$ cat src/rtl/instr_encoder.sv
// Field-level instruction request encoder: packs R/I-type requests into 9-bit words
// and writes them sequentially into instruction memory with sticky status flags.
module instr_encoder #(
    parameter int ADDR_W    = 8,
    parameter int DEPTH     = 256,
    parameter int BASE_ADDR = 0
) (
    input  logic              clk,
    input  logic              reset,
    input  logic              start,
    input  logic              in_valid,
    output logic              in_ready,
    input  logic              in_is_itype,
    input  logic [3:0]        in_op,
    input  logic [4:0]        in_operand,
    input  logic              in_last,
    output logic              im_we,
    output logic [ADDR_W-1:0] im_addr,
    output logic [8:0]        im_wdata,
    output logic [ADDR_W:0]   count,
    output logic              busy,
    output logic              done,
    output logic              err_illegal,
    output logic              err_overflow
);

    typedef enum logic [1:0] {IDLE, LOAD, DONE, ERR} state_t;

    localparam logic [ADDR_W-1:0] BASE_C  = ADDR_W'(BASE_ADDR);
    localparam logic [ADDR_W:0]   DEPTH_C = (ADDR_W + 1)'(DEPTH);

    state_t            state;
    logic [ADDR_W-1:0] ptr;
    logic [8:0]        enc;
    logic              illegal;

    assign in_ready = (state == LOAD);
    assign busy     = (state == LOAD);

    always_comb begin
        enc     = '0;
        illegal = 1'b0;
        if (in_is_itype) begin
            enc     = {1'b1, in_operand[4:0], in_op[2:0]};
            illegal = (in_op[2:0] == 3'b110);
        end else begin
            enc     = {1'b0, in_operand[3:0], in_op[3:0]};
            illegal = in_operand[4];
        end
    end

    always_ff @(posedge clk) begin
        if (reset) begin
            state        <= IDLE;
            ptr          <= BASE_C;
            im_we        <= 1'b0;
            im_addr      <= BASE_C;
            im_wdata     <= '0;
            count        <= '0;
            done         <= 1'b0;
            err_illegal  <= 1'b0;
            err_overflow <= 1'b0;
        end else begin
            im_we <= 1'b0;
            // start wins over a request handshaken in the same cycle
            if (start) begin
                state        <= LOAD;
                ptr          <= BASE_C;
                count        <= '0;
                done         <= 1'b0;
                err_illegal  <= 1'b0;
                err_overflow <= 1'b0;
            end else if (in_ready && in_valid) begin
                if (illegal) begin
                    err_illegal <= 1'b1;
                    state       <= ERR;
                end else if (count == DEPTH_C) begin
                    err_overflow <= 1'b1;
                    state        <= ERR;
                end else begin
                    im_we    <= 1'b1;
                    im_addr  <= ptr;
                    im_wdata <= enc;
                    ptr      <= ptr + ADDR_W'(1);
                    count    <= count + (ADDR_W + 1)'(1);
                    if (in_last) begin
                        state <= DONE;
                        done  <= 1'b1;
                    end
                end
            end
        end
    end

endmodule

$ cat config.mk
export PLATFORM = sky130hd
export DESIGN_NAME = instr_encoder
export DESIGN_NICKNAME = d
export VERILOG_FILES = /design/src/rtl/instr_encoder.sv
export SDC_FILE = /design/constraint.sdc
export NUM_CORES = 1
export LEC_CHECK = 0
export CAP_MARGIN = 20
export CORE_MARGIN = 2
export CORE_UTILIZATION = 51
export CTS_BUF_LIST = sky130_fd_sc_hd__clkbuf_2 sky130_fd_sc_hd__clkbuf_4 sky130_fd_sc_hd__clkbuf_8
export CTS_CLUSTER_DIAMETER = 100
export DETAILED_ROUTE_END_ITERATION = 8
export MAX_ROUTING_LAYER = met4
export PLACE_DENSITY = 0.82
export SETUP_SLACK_MARGIN = 0.1
export SLEW_MARGIN = 20
export SYNTH_ARGS = -nofsm -noshare
export SYNTH_HDL_FRONTEND = slang
export SYNTH_SLANG_ARGS = --single-unit
export TNS_END_PERCENT = 100
$ cat constraint.sdc
create_clock -name clk -period 1.99 [get_ports clk]
set_clock_uncertainty 0.05 [all_clocks]
set_input_delay 0.199 -clock clk [delete_from_list [all_inputs] [get_ports clk]]
set_output_delay 0.199 -clock clk [all_outputs]
set_load 0.02 [all_outputs]
; ---- Word-level counts from Yosys, hierarchy flattened
; Index checks and enable logic that the tools add are counted.
[op_classes]
addsub = 2
n_eq_ne = 3
mux = 8
bitwise = 4
n_reduce_logical = 13
[ops]
columns = cell, n
row1 = "adder 9 x 1 -> 9 bit, second input constant", 1
row2 = "equality test 9 bit, second input constant", 1
row3 = two-way mux 9 bit, 1
row4 = "adder 8 x 1 -> 8 bit, second input constant", 1
row5 = AND reduction 4 bit, 2
row6 = two-way mux 2 bit, 3
row7 = AND reduction 2 bit, 3
row8 = AND reduction 3 bit, 2
row9 = two-way mux 1 bit, 4
row10 = NOT 1 bit, 4
row11 = nonzero test 4 bit, 1
row12 = OR reduction 4 bit, 1
row13 = "equality test 3 bit, second input constant", 1
row14 = nonzero test 3 bit, 1
row15 = "equality test 2 x 1 -> 1 bit, second input constant", 1
row16 = nonzero test 2 bit, 1
row17 = OR reduction 2 bit, 1
row18 = logical AND 1 bit, 1
[word_totals]
ff_bits = 40
input_bits = 15
output_inout_bits = 32
wordCells = 40

; ---- Logic depth before layout (Yosys ltp)
; Gate-level depths: netlist of run 1.
[logic_depth]
depth_word = 5
mapped_depth = 8
ltp_nobuf = 6

; ---- Worst setup path before layout of run 1
; Ideal clock, no wire load.
[synth_timing]
path_kind = reg2reg
startpoint = reg count[0]
endpoint = reg count[2]
setup_ns = 0.116
t_arrival_ns = 1.714
required_time_ns = 1.824
setup_slack_ns = 0.110
path_stages_with_launch = 7
cell_sequence = dfxtp_1 -> inv_1 -> ha_1 -> or4b_4 -> or2_0 -> buf_6 -> a41o_2
[synth_between]
elab_chain_cells = 3
word_cells_on_any_way = 4
[synth_lines]
columns = element, line
row1 = start: declaration, 20  ; output logic [ADDR_W:0] count,
row2 = start signal: assignment, 85  ; count <= count + (ADDR_W + 1)'(1);
row3 = branches (longest 3 deep; another with adder 9 x 1 -> 9 bit), n/a
; Several ways; the timed one is not identified.
; A chain may end at the register's enable or synchronous reset.

; ---- Worst setup path in the final report of run 1
[layout_timing]
startpoint = reg count[0]
endpoint = reg ptr[7]
[layout_between]
elab_chain_cells = 3
[layout_lines]
columns = element, line
row1 = equality test 9 bit, 77  ; end else if (count == DEPTH_C) begin
row2 = NOT 1 bit (no source line), n/a
row3 = AND reduction 3 bit (no source line), n/a
row4 = end signal: assignment, 84  ; ptr <= ptr + ADDR_W'(1);
row5 = end: declaration, 33  ; logic [ADDR_W-1:0] ptr;
; Every way passes these cells.

==> impl_metrics.yaml, run 1 <==
status:
  outcome: "finished clean"
power_and_ir_drop:
  p_per_area_nw_per_um2: 596.1
  power_mw: 1.501
  ir_drop_mv: 0.4303
  p_leak_nw: 0.9015
routing:
  route.detailed.wl_per_inst_microns: 14.41
  vias: 1778
  vias_per_cell: 5.717
  post-route-drc-count: 0
  dr.pass1.iters: 4
  wirelength_mm: 4.480
  drt-initial-drc-count: 151
  ant_nets: 0
sta:
  maxSlewViolCount: 0
  rsz0062_at_grt: "true"
  tns_ns: 0
  hold_viol: 0
  worstMarginPinSlew_ns: 0.6397
  timing.final.crit_share_pct: 92.88
  finalSetupViolations: 0
  setup_slack_ns: 0.1418
  fmax_mhz: 541.1
  maxSlewHeadroom_pct: 57.21
  fin_crit_ns: 1.848
logic_synthesis:
  syn_avg_cell_area_sq_um: 9.037
  ys_seq_area_share_pct: 41.99
  yosys.area.top_type: "dfxtp_1"
  post_synth_instance_area_sq_um: 1907
  synth_top_cell_area_share_pct: 41.99
  synth_area_leaders: "dfxtp_1 42%, a21oi_1 5.0%, nand4_1 4.9%"
  synthCells: 211
  ys_ff_latch: 40
  ys_warn_count: 0
  syn_nets: 229
  ys_types: 44
placed_design:
  hpwlAfterDp_mm: 3.120
  pre_cts_ws_ns: -0.2762
  gp_congestion: 0.7789
  io_buffers: 46
  post_dp_cell_area_sq_um: 2402
grt:
  grt_antenna_before_repair: 0
  track_usage_pct: 23.30
  overflow: 0
  grt_pass1_wl_mm: 7.521
  grt_max_degree: 25
  grt_pass1_vias: 1645
cts:
  root_buffer: "clkbuf_8"
  clk_latency_ns: 0.29
  clockBufferDepth: 2
  cts.sinks: 40
  post-cts-setup-buffer-count: 0
  htree_levels: 2
  numCtsBuffers: 5
  cts_tree: "done"
  path_clk_slew_ns: 0.07
critical_path:
  timing.rr.start: "count[0]"
  crit_path_end_kind: "flip-flop"
  cp_slowest_stage_delay_ns: 0.62
  worst-setup-path-type: "reg2reg"
  startpoint: "count[0]"
  worstPathArrival_ns: 2.03
  crit_chain: "inv_1, ha_1, or4b_4, nor2_4, buf_6, or4_2, a21oi_2"
  reg2reg_slack_ns: 0.14
  slowest_stage: "or4_2"
  critPathLaunchType: "flip-flop"
  required_ns: 2.17
  path_max_fanout: 17
final_layout:
  n_antenna_cell: 0
  fin_area_sq_um: 2517
  drive_gt1_share_pct: 17.87
  nets: 281
  n_fill_cell: 295
  area_growth_pct: 32.02
min_path:
  min_path_type: "in2reg"
  min_from: "in_is_itype"
floorplan:
  dieArea_sq_um: 4244
  num_io_pins: 47
  core_sq_um: 3633
  rows: 22
  die_x_microns: 65.15
  start_util_pct: 52.48
  fp.dieH_microns: 65.15
flow_run:
  cap_viol_max_count: 0
## metal layers
metal | vias to the layer above | GRT usage [%] | part of all wire [%]
li1 | 882 | - | -
met3 | 6 | 6.164 | 4.2
met4 | 0 | 7.031 | 1.1
met2 | 51 | 37.63 | 50
met1 | 839 | 28.83 | 45
met5 | - | - | 0
## worst max-delay path: cells and delay by family (launching register included)
| family | cells | cell delay (ns) |
|---|---|---|
| buffers and inverters | 2 | 0.19 |
| adder cells (fa/ha/maj) | 1 | 0.18 |
| AO/OA/AOI/OAI | 1 | 0.14 |
| flip-flops | 1 | 0.32 |
| AND/OR/NAND/NOR | 3 | 0.90 |
## power breakdown
| group | switching [mW] | internal [mW] | leakage [nW] |
|---|---|---|---|
| Sequential | 0.00583 | 0.810 | 0.324 |
| Clock | 0.265 | 0.252 | 0.0445 |
| Combinational | 0.0885 | 0.0792 | 0.533 |
| Total | 0.360 | 1.14 | 0.901 |
## cell usage in the layout (no fill, tap or decap), drive strengths merged, types with 3 or more instances in the layout
cell type and n:
clkdlybuf4s50 45, a211oi 5, o31ai 6, or4 6, or3 6, dfxtp 40, ha 3, a31oi 3
buf 17, nand4 15, clkbuf 6, mux2i 8, nand3 9, nand2 20, nor2 9, nor3 3
o21ai 18, inv 4, a21oi 19
## cell type report
type | instances | area [sq um] | share of cell area (%)
clock inverters | 1 | 5.005 | 0.1988
flip-flops and latches | 40 | 802.0 | 31.86
multi-input cells | 149 | 960.9 | 38.17
clock buffers | 6 | 76.32 | 3.032
well taps | 48 | 60.06 | 2.386
inverters | 4 | 15.01 | 0.5964
repair buffers | 63 | 598.1 | 23.76
## state kept, by name (all words and copies together) (netlist names)
name          cells
im_wdata          9
ptr               8
im_addr           8
state             2
count             9
done              1
im_we             1
err_illegal       1
err_overflow      1
## kinds of logic (layout without fill, tap and decap cells)
family	after synthesis	count (layout)	share of synthesized area, %
AO/OA/AOI/OAI	56	56	17.59
adder cells (fa/ha/maj)	3	3	1.969
buffers and inverters	22	74	8.792
flip-flops	40	40	41.99
multiplexers	8	8	4.200
AND/OR/NAND/NOR	82	82	25.46
## what timing repair did
action,4_1_cts,5_1_grt
hold buffers,0,0
gates resized for setup,4,8
setup endpoints to repair,22,25
pin swaps,1,3
## final timing paths
kind / endpoint / depth (start not counted)
setup / recovery: ptr[7] / 7
setup reg to reg: ptr[7] / 7
hold / removal: im_wdata[8] / 4
hold reg to reg: im_wdata[2] / 2
## through the flow
step / hold slack, ns / utilization, % / cells
floorplan: 0.2889 / - / 211
global placement: 0.3868 / 66.12 / 304
detailed placement: 0.3896 / 66.12 / 304
CTS: 0.4042 / 68.73 / 311
global route: 0.4165 / 69.28 / 311
finish: 0.3555 / 69.28 / 311
## cell usage after synthesis (all sizes together)
cell    instances
dfxtp          40
nand2          20
a21oi          19
o21ai          18
nand4          15
buf            11
nand3           9
nor2            9
mux2i           8
clkbuf          7
o31ai           6
or3             6
or4             6
a211oi          5
inv             4
a31oi           3
ha              3
nor3            3
a41o            2
and3            2
nor4            2
or2             2
or4b            2
and2            1
and3b           1
nand4b          1
nor2b           1
nor4b           1
o21a            1
o21ba           1
o31a            1
or2b            1
Note: power is estimated with default switching activity, not from simulation.
==> inputs of run 2 (changes only) <==
--- a/config.mk
+++ b/config.mk
@@ -7,14 +7,13 @@
 export LEC_CHECK = 0
 export CAP_MARGIN = 20
 export CORE_MARGIN = 2
-export CORE_UTILIZATION = 51
+export CORE_UTILIZATION = 31
 export CTS_BUF_LIST = sky130_fd_sc_hd__clkbuf_2 sky130_fd_sc_hd__clkbuf_4 sky130_fd_sc_hd__clkbuf_8
 export CTS_CLUSTER_DIAMETER = 100
 export DETAILED_ROUTE_END_ITERATION = 8
 export MAX_ROUTING_LAYER = met4
-export PLACE_DENSITY = 0.82
 export SETUP_SLACK_MARGIN = 0.1
-export SLEW_MARGIN = 20
+export SLEW_MARGIN = 25
 export SYNTH_ARGS = -nofsm -noshare
 export SYNTH_HDL_FRONTEND = slang
 export SYNTH_SLANG_ARGS = --single-unit
==> impl_metrics.yaml, run 2 (same netlist as run 1, synthesis figures left out) <==
routing:
  post-route-drc-count: 0
  route.detailed.wl_per_inst_microns: 14.02
  dr.pass1.iters: 4
  vias: 1757
  wirelength_mm: 4.837
  drt-initial-drc-count: 90
  ant_nets: 0
  vias_per_cell: 5.093
final_layout:
  fin_util_pct: 45.08
  final_common_cell: "clkdlybuf4s50_1"
  nets: 288
  n_fill_cell: 580
  top_regs: "count: 9 flops, im_wdata: 9 flops"
  area_growth_pct: 39.96
  n_antenna_cell: 0
  drive_gt1_share_pct: 20.74
  final_cell_mix: "46 x clkdlybuf4s50_1, 40 x dfxtp_1, 22 x buf_4"
sta:
  hold_ws_ns: 0.4020
  maxSlewHeadroom_pct: 71.63
  finalSetupViolations: 0
  fmax_mhz: 549.8
  maxSlewViolCount: 0
  setup_slack_ns: 0.1713
  hold_viol: 0
  fin_crit_ns: 1.819
  rsz0062_at_grt: "false"
  timing.final.crit_share_pct: 91.39
  worstMarginPinSlew_ns: 0.4240
critical_path:
  worst-setup-path-type: "reg2reg"
  slowest_stage: "or4b_4"
  path_max_fanout: 17
  crit_chain: "inv_2, ha_2, or4b_4, nor2_4, nor3_2, buf_12, a211oi_1"
  startpoint: "count[0]"
  cp_slowest_stage_delay_ns: 0.51
  timing.rr.start: "count[0]"
  required_ns: 2.16
  critPathLaunchType: "flip-flop"
  worstPathArrival_ns: 1.99
  crit_path_end_kind: "flip-flop"
grt:
  use_met2_pct: 22.90
  grt.busiest_layer: "met2"
  grt_pass1_vias: 1654
  grt_antenna_before_repair: 0
  grt_max_degree: 25
  met1_usage_pct: 19.97
  grt_pass1_wl_mm: 7.769
  overflow: 0
  grt_util_met3_pct: 3.261
  track_usage_pct: 15.43
cts:
  cts_tree: "done"
  clockBufferDepth: 2
  cts_hold_buf: 0
  cts.sinks: 40
  htree_levels: 2
  path_clk_slew_ns: 0.08
  numCtsBuffers: 5
  clk_latency_ns: 0.30
  root_buffer: "clkbuf_8"
power_and_ir_drop:
  p_per_area_nw_per_um2: 665.9
  power_mw: 1.777
  ir_drop_mv: 0.2818
  p_leak_nw: 0.9483
floorplan:
  fp.dieH_microns: 82.43
  num_io_pins: 47
  start_util_pct: 32.21
  rows: 28
  dieArea_sq_um: 6795
  die_x_microns: 82.43
  core_sq_um: 5921
placed_design:
  gp_congestion: 0.8001
  pre_cts_ws_ns: -0.08937
  io_buffers: 46
  hpwlAfterDp_mm: 3.447
min_path:
  min_from: "im_addr[0]"
  min_path_type: "reg2reg"
status:
  outcome: "finished clean"
flow_run:
  cap_viol_max_count: 0
## run 2: changes by cell type in the layout (fill, tap and decap cells not counted), moves of 2 or more
cell,change
buf_6,-2
a21oi_2,-3
a211oi_1,-3
a211oi_2,+3
buf_4,+7
a21oi_1,+3
bufinv_16,+2
## run 2: layout make-up
type	instances	area, sq um	share of cell area [%]
clock buffer	5	68.82	2.579
multi-input combinational	150	984.7	36.90
inverter	4	15.01	0.5626
tap	75	93.84	3.516
sequential	40	800.8	30.00
timing repair buffer	69	645.6	24.19
clock inverter	2	60.06	2.250
## run 2: where the power goes
group	leakage (nW)	switching, mW	internal [mW]
sequential	0.323	0.00583	0.809
clock	0.0642	0.287	0.494
combinational	0.561	0.0920	0.0889
total	0.948	0.385	1.39
## run 2: per-stage QoR
stage | TNS (ns) | std cells | instance area (sq um)
floorplan | 0 | 211 | 1907
global placement | -0.08954 | 336 | 2486
finish | 0 | 345 | 2669
CTS | 0 | 343 | 2615
global route | 0 | 345 | 2669
detailed placement | -0.2369 | 336 | 2486
## run 2: path summary, 6_finish.rpt
| path | to | slack, ns | cells after the start |
|---|---|---|---|
| worst min-delay path | im_addr[0] | 0.40 | 2 |
| worst max-delay path | im_wdata[4] | 0.17 | 7 |
| worst min register to register | im_addr[0] | 0.40 | 2 |
| worst max register to register | im_wdata[4] | 0.17 | 7 |
## run 2: per-layer routing
metal | vias up | wire, microns
li1 | 901 | -
met1 | 809 | 2355
met2 | 38 | 2246
met3 | 9 | 146
met4 | 0 | 89
met5 | - | 0
## run 2: worst max-delay path, delay by kind of cell, from the launching register on
kind	cells	cell delay [ns]
buffers and inverters	2	0.21
flip-flops	1	0.33
adder cells (fa/ha/maj)	1	0.17
AO/OA/AOI/OAI	1	0.19
AND/OR/NAND/NOR	3	0.80
## run 2: timing repair
| action | 4_1_cts | 5_1_grt |
|---|---|---|
| gates cloned | 0 | 1 |
| endpoints found under the setup margin | 5 | 17 |
| resized for setup | 2 | 9 |
| pin swaps | 1 | 2 |
| endpoints found under the hold margin | 0 | 0 |
| buffers inserted | 0 | 1 |
==> inputs of run 3 (changes only) <==
--- a/config.mk
+++ b/config.mk
@@ -7,11 +7,12 @@
 export LEC_CHECK = 0
 export CAP_MARGIN = 20
 export CORE_MARGIN = 2
-export CORE_UTILIZATION = 31
+export CORE_UTILIZATION = 47
 export CTS_BUF_LIST = sky130_fd_sc_hd__clkbuf_2 sky130_fd_sc_hd__clkbuf_4 sky130_fd_sc_hd__clkbuf_8
 export CTS_CLUSTER_DIAMETER = 100
 export DETAILED_ROUTE_END_ITERATION = 8
 export MAX_ROUTING_LAYER = met4
+export PLACE_DENSITY = 0.77
 export SETUP_SLACK_MARGIN = 0.1
 export SLEW_MARGIN = 25
 export SYNTH_ARGS = -nofsm -noshare
==> impl_metrics.yaml, run 3 (same netlist as run 1, synthesis figures left out) <==
power_and_ir_drop:
  p_clk_share_pct: 40.6
  p_leak_nw: 0.9177
  p_per_area_nw_per_um2: 646.3
  power.internal_mw: 1.277
  switching_share_pct: 23.03
  power_frac_comb_pct: 10.2
  ir_drop_mv: 0.4051
  netSwitchingPower_mw: 0.3820
  pwr-share-seq_pct: 49.2
final_layout:
  top_regs: "count: 9 flops, im_wdata: 9 flops"
  fin_area_sq_um: 2566
  final_cell_mix: "45 x clkdlybuf4s50_1, 39 x dfxtp_1, 20 x nand2_1"
  n_antenna_cell: 0
  fin_util_pct: 65.09
  final_common_cell: "clkdlybuf4s50_1"
  area_growth_pct: 34.58
  nets: 280
  drive_gt1_share_pct: 18.25
  finalNonFillerCells: 313
status:
  outcome: "finished clean"
grt:
  grt_pass1_vias: 1601
  grt_antenna_before_repair: 0
  overflow: 0
  grt_max_degree: 25
  track_usage_pct: 21.83
  grt_pass1_wl_mm: 7.320
sta:
  timing.final.crit_share_pct: 93.37
  hold_viol: 0
  fmax_mhz: 538.2
  worstMarginPinSlew_ns: 0.6572
  rsz0062_at_grt: "true"
  fin_crit_ns: 1.858
  finalSetupViolations: 0
  maxSlewViolCount: 0
  maxSlewHeadroom_pct: 56.04
  tns_ns: 0
critical_path:
  crit_path_end_kind: "flip-flop"
  required_ns: 2.09
  critPathLaunchType: "flip-flop"
  path_max_fanout: 16
  rr_worst_depth: 6
  worstPathArrival_ns: 1.96
  worst-setup-path-type: "reg2reg"
routing:
  vias: 1744
  ant_nets: 0
  post-route-drc-count: 0
  vias_per_cell: 5.572
  dr.pass1.iters: 4
  route.detailed.wl_per_inst_microns: 14.18
  drt-initial-drc-count: 162
  wirelength_mm: 4.437
cts:
  cts_hold_buf: 0
  clk_latency_ns: 0.29
  clockBufferDepth: 2
  root_buffer: "clkbuf_8"
  post-cts-setup-buffer-count: 0
  path_clk_slew_ns: 0.08
  htree_levels: 2
  cts_tree: "done"
  numCtsBuffers: 5
  cts.sinks: 40
floorplan:
  num_io_pins: 47
  core_sq_um: 3943
  fp.dieH_microns: 67.70
  start_util_pct: 48.37
  die_x_microns: 67.70
  dieArea_sq_um: 4583
  rows: 23
flow_run:
  cap_viol_max_count: 0
placed_design:
  io_buffers: 46
  post_dp_cell_area_sq_um: 2410
  hpwlAfterDp_mm: 3.146
  dpl.cell_count: 305
  gp_congestion: 0.8887
min_path:
  holdPathStages: 3
  min_path_type: "in2reg"
## run 3: changes by cell type in the layout (fill, tap and decap cells not counted), sizes merged
cell	change
clkbuf	+1
bufinv	-1
buf	-7
dlymetal6s2s	+1
clkinv	+1
clkdlybuf4s50	-1
nor2	-1
## run 3: worst max-delay path, cell delays in order (launching register included)
cell	delay, ns
dfxtp_2	0.32
inv_1	0.08
ha_2	0.17
or4b_4	0.50
o21ba_2	0.35
a21oi_1	0.18
a211oi_1	0.06
## run 3: layout make-up
class | count | area, sq um
flip-flops and latches | 40 | 802.0
multi-input cells | 149 | 968.4
clock inverters | 2 | 35.03
inverters | 4 | 15.01
clock buffers | 6 | 76.32
well taps | 50 | 62.56
repair buffers | 62 | 606.8
fillers | 327 | 1376
## run 3: metal layers
| metal | track usage (%) | part of all wire, % |
|---|---|---|
| met5 | - | 0 |
| met4 | 6.122 | 1.2 |
| met3 | 5.000 | 3.8 |
| met2 | 34.19 | 48 |
| met1 | 28.16 | 47 |
## run 3: final timing paths
check                   start     endpoint  slack [ns]
setup / recovery     count[0]  im_wdata[6]        0.13
hold / removal    in_is_itype  im_wdata[8]        0.20
setup reg to reg     count[0]  im_wdata[6]        0.13
hold reg to reg    im_addr[1]   im_addr[1]        0.40
## run 3: power groups by stage
stage          combinational [mW]  clock, mW  sequential, mW
2_1_floorplan              0.0912          0           0.842
3_3_place_gp                0.163          0           0.834
3_5_place_dp                0.165          0           0.834
4_1_cts                     0.167      0.685           0.815
5_1_grt                     0.183      0.718           0.816
6_report                    0.169      0.674           0.815
## run 3: repair_timing
| action | CTS | global route |
|---|---|---|
| hold endpoints to repair | 0 | 0 |
| pin swaps | 0 | 3 |
| setup endpoints to repair | 26 | 26 |
| resized for setup | 4 | 12 |
## run 3: stage by stage
step / hold WS [ns] / power (mW) / setup WS [ns]
final: 0.1993 / 1.659 / 0.1318
after floorplan: 0.2889 / 0.9335 / 0.1096
after CTS: 0.4069 / 1.668 / 0.05964
after global placement: 0.3892 / 0.9973 / -0.1908
after detailed placement: 0.3960 / 0.9989 / -0.3079
after global routing: 0.2063 / 1.718 / -0.01481
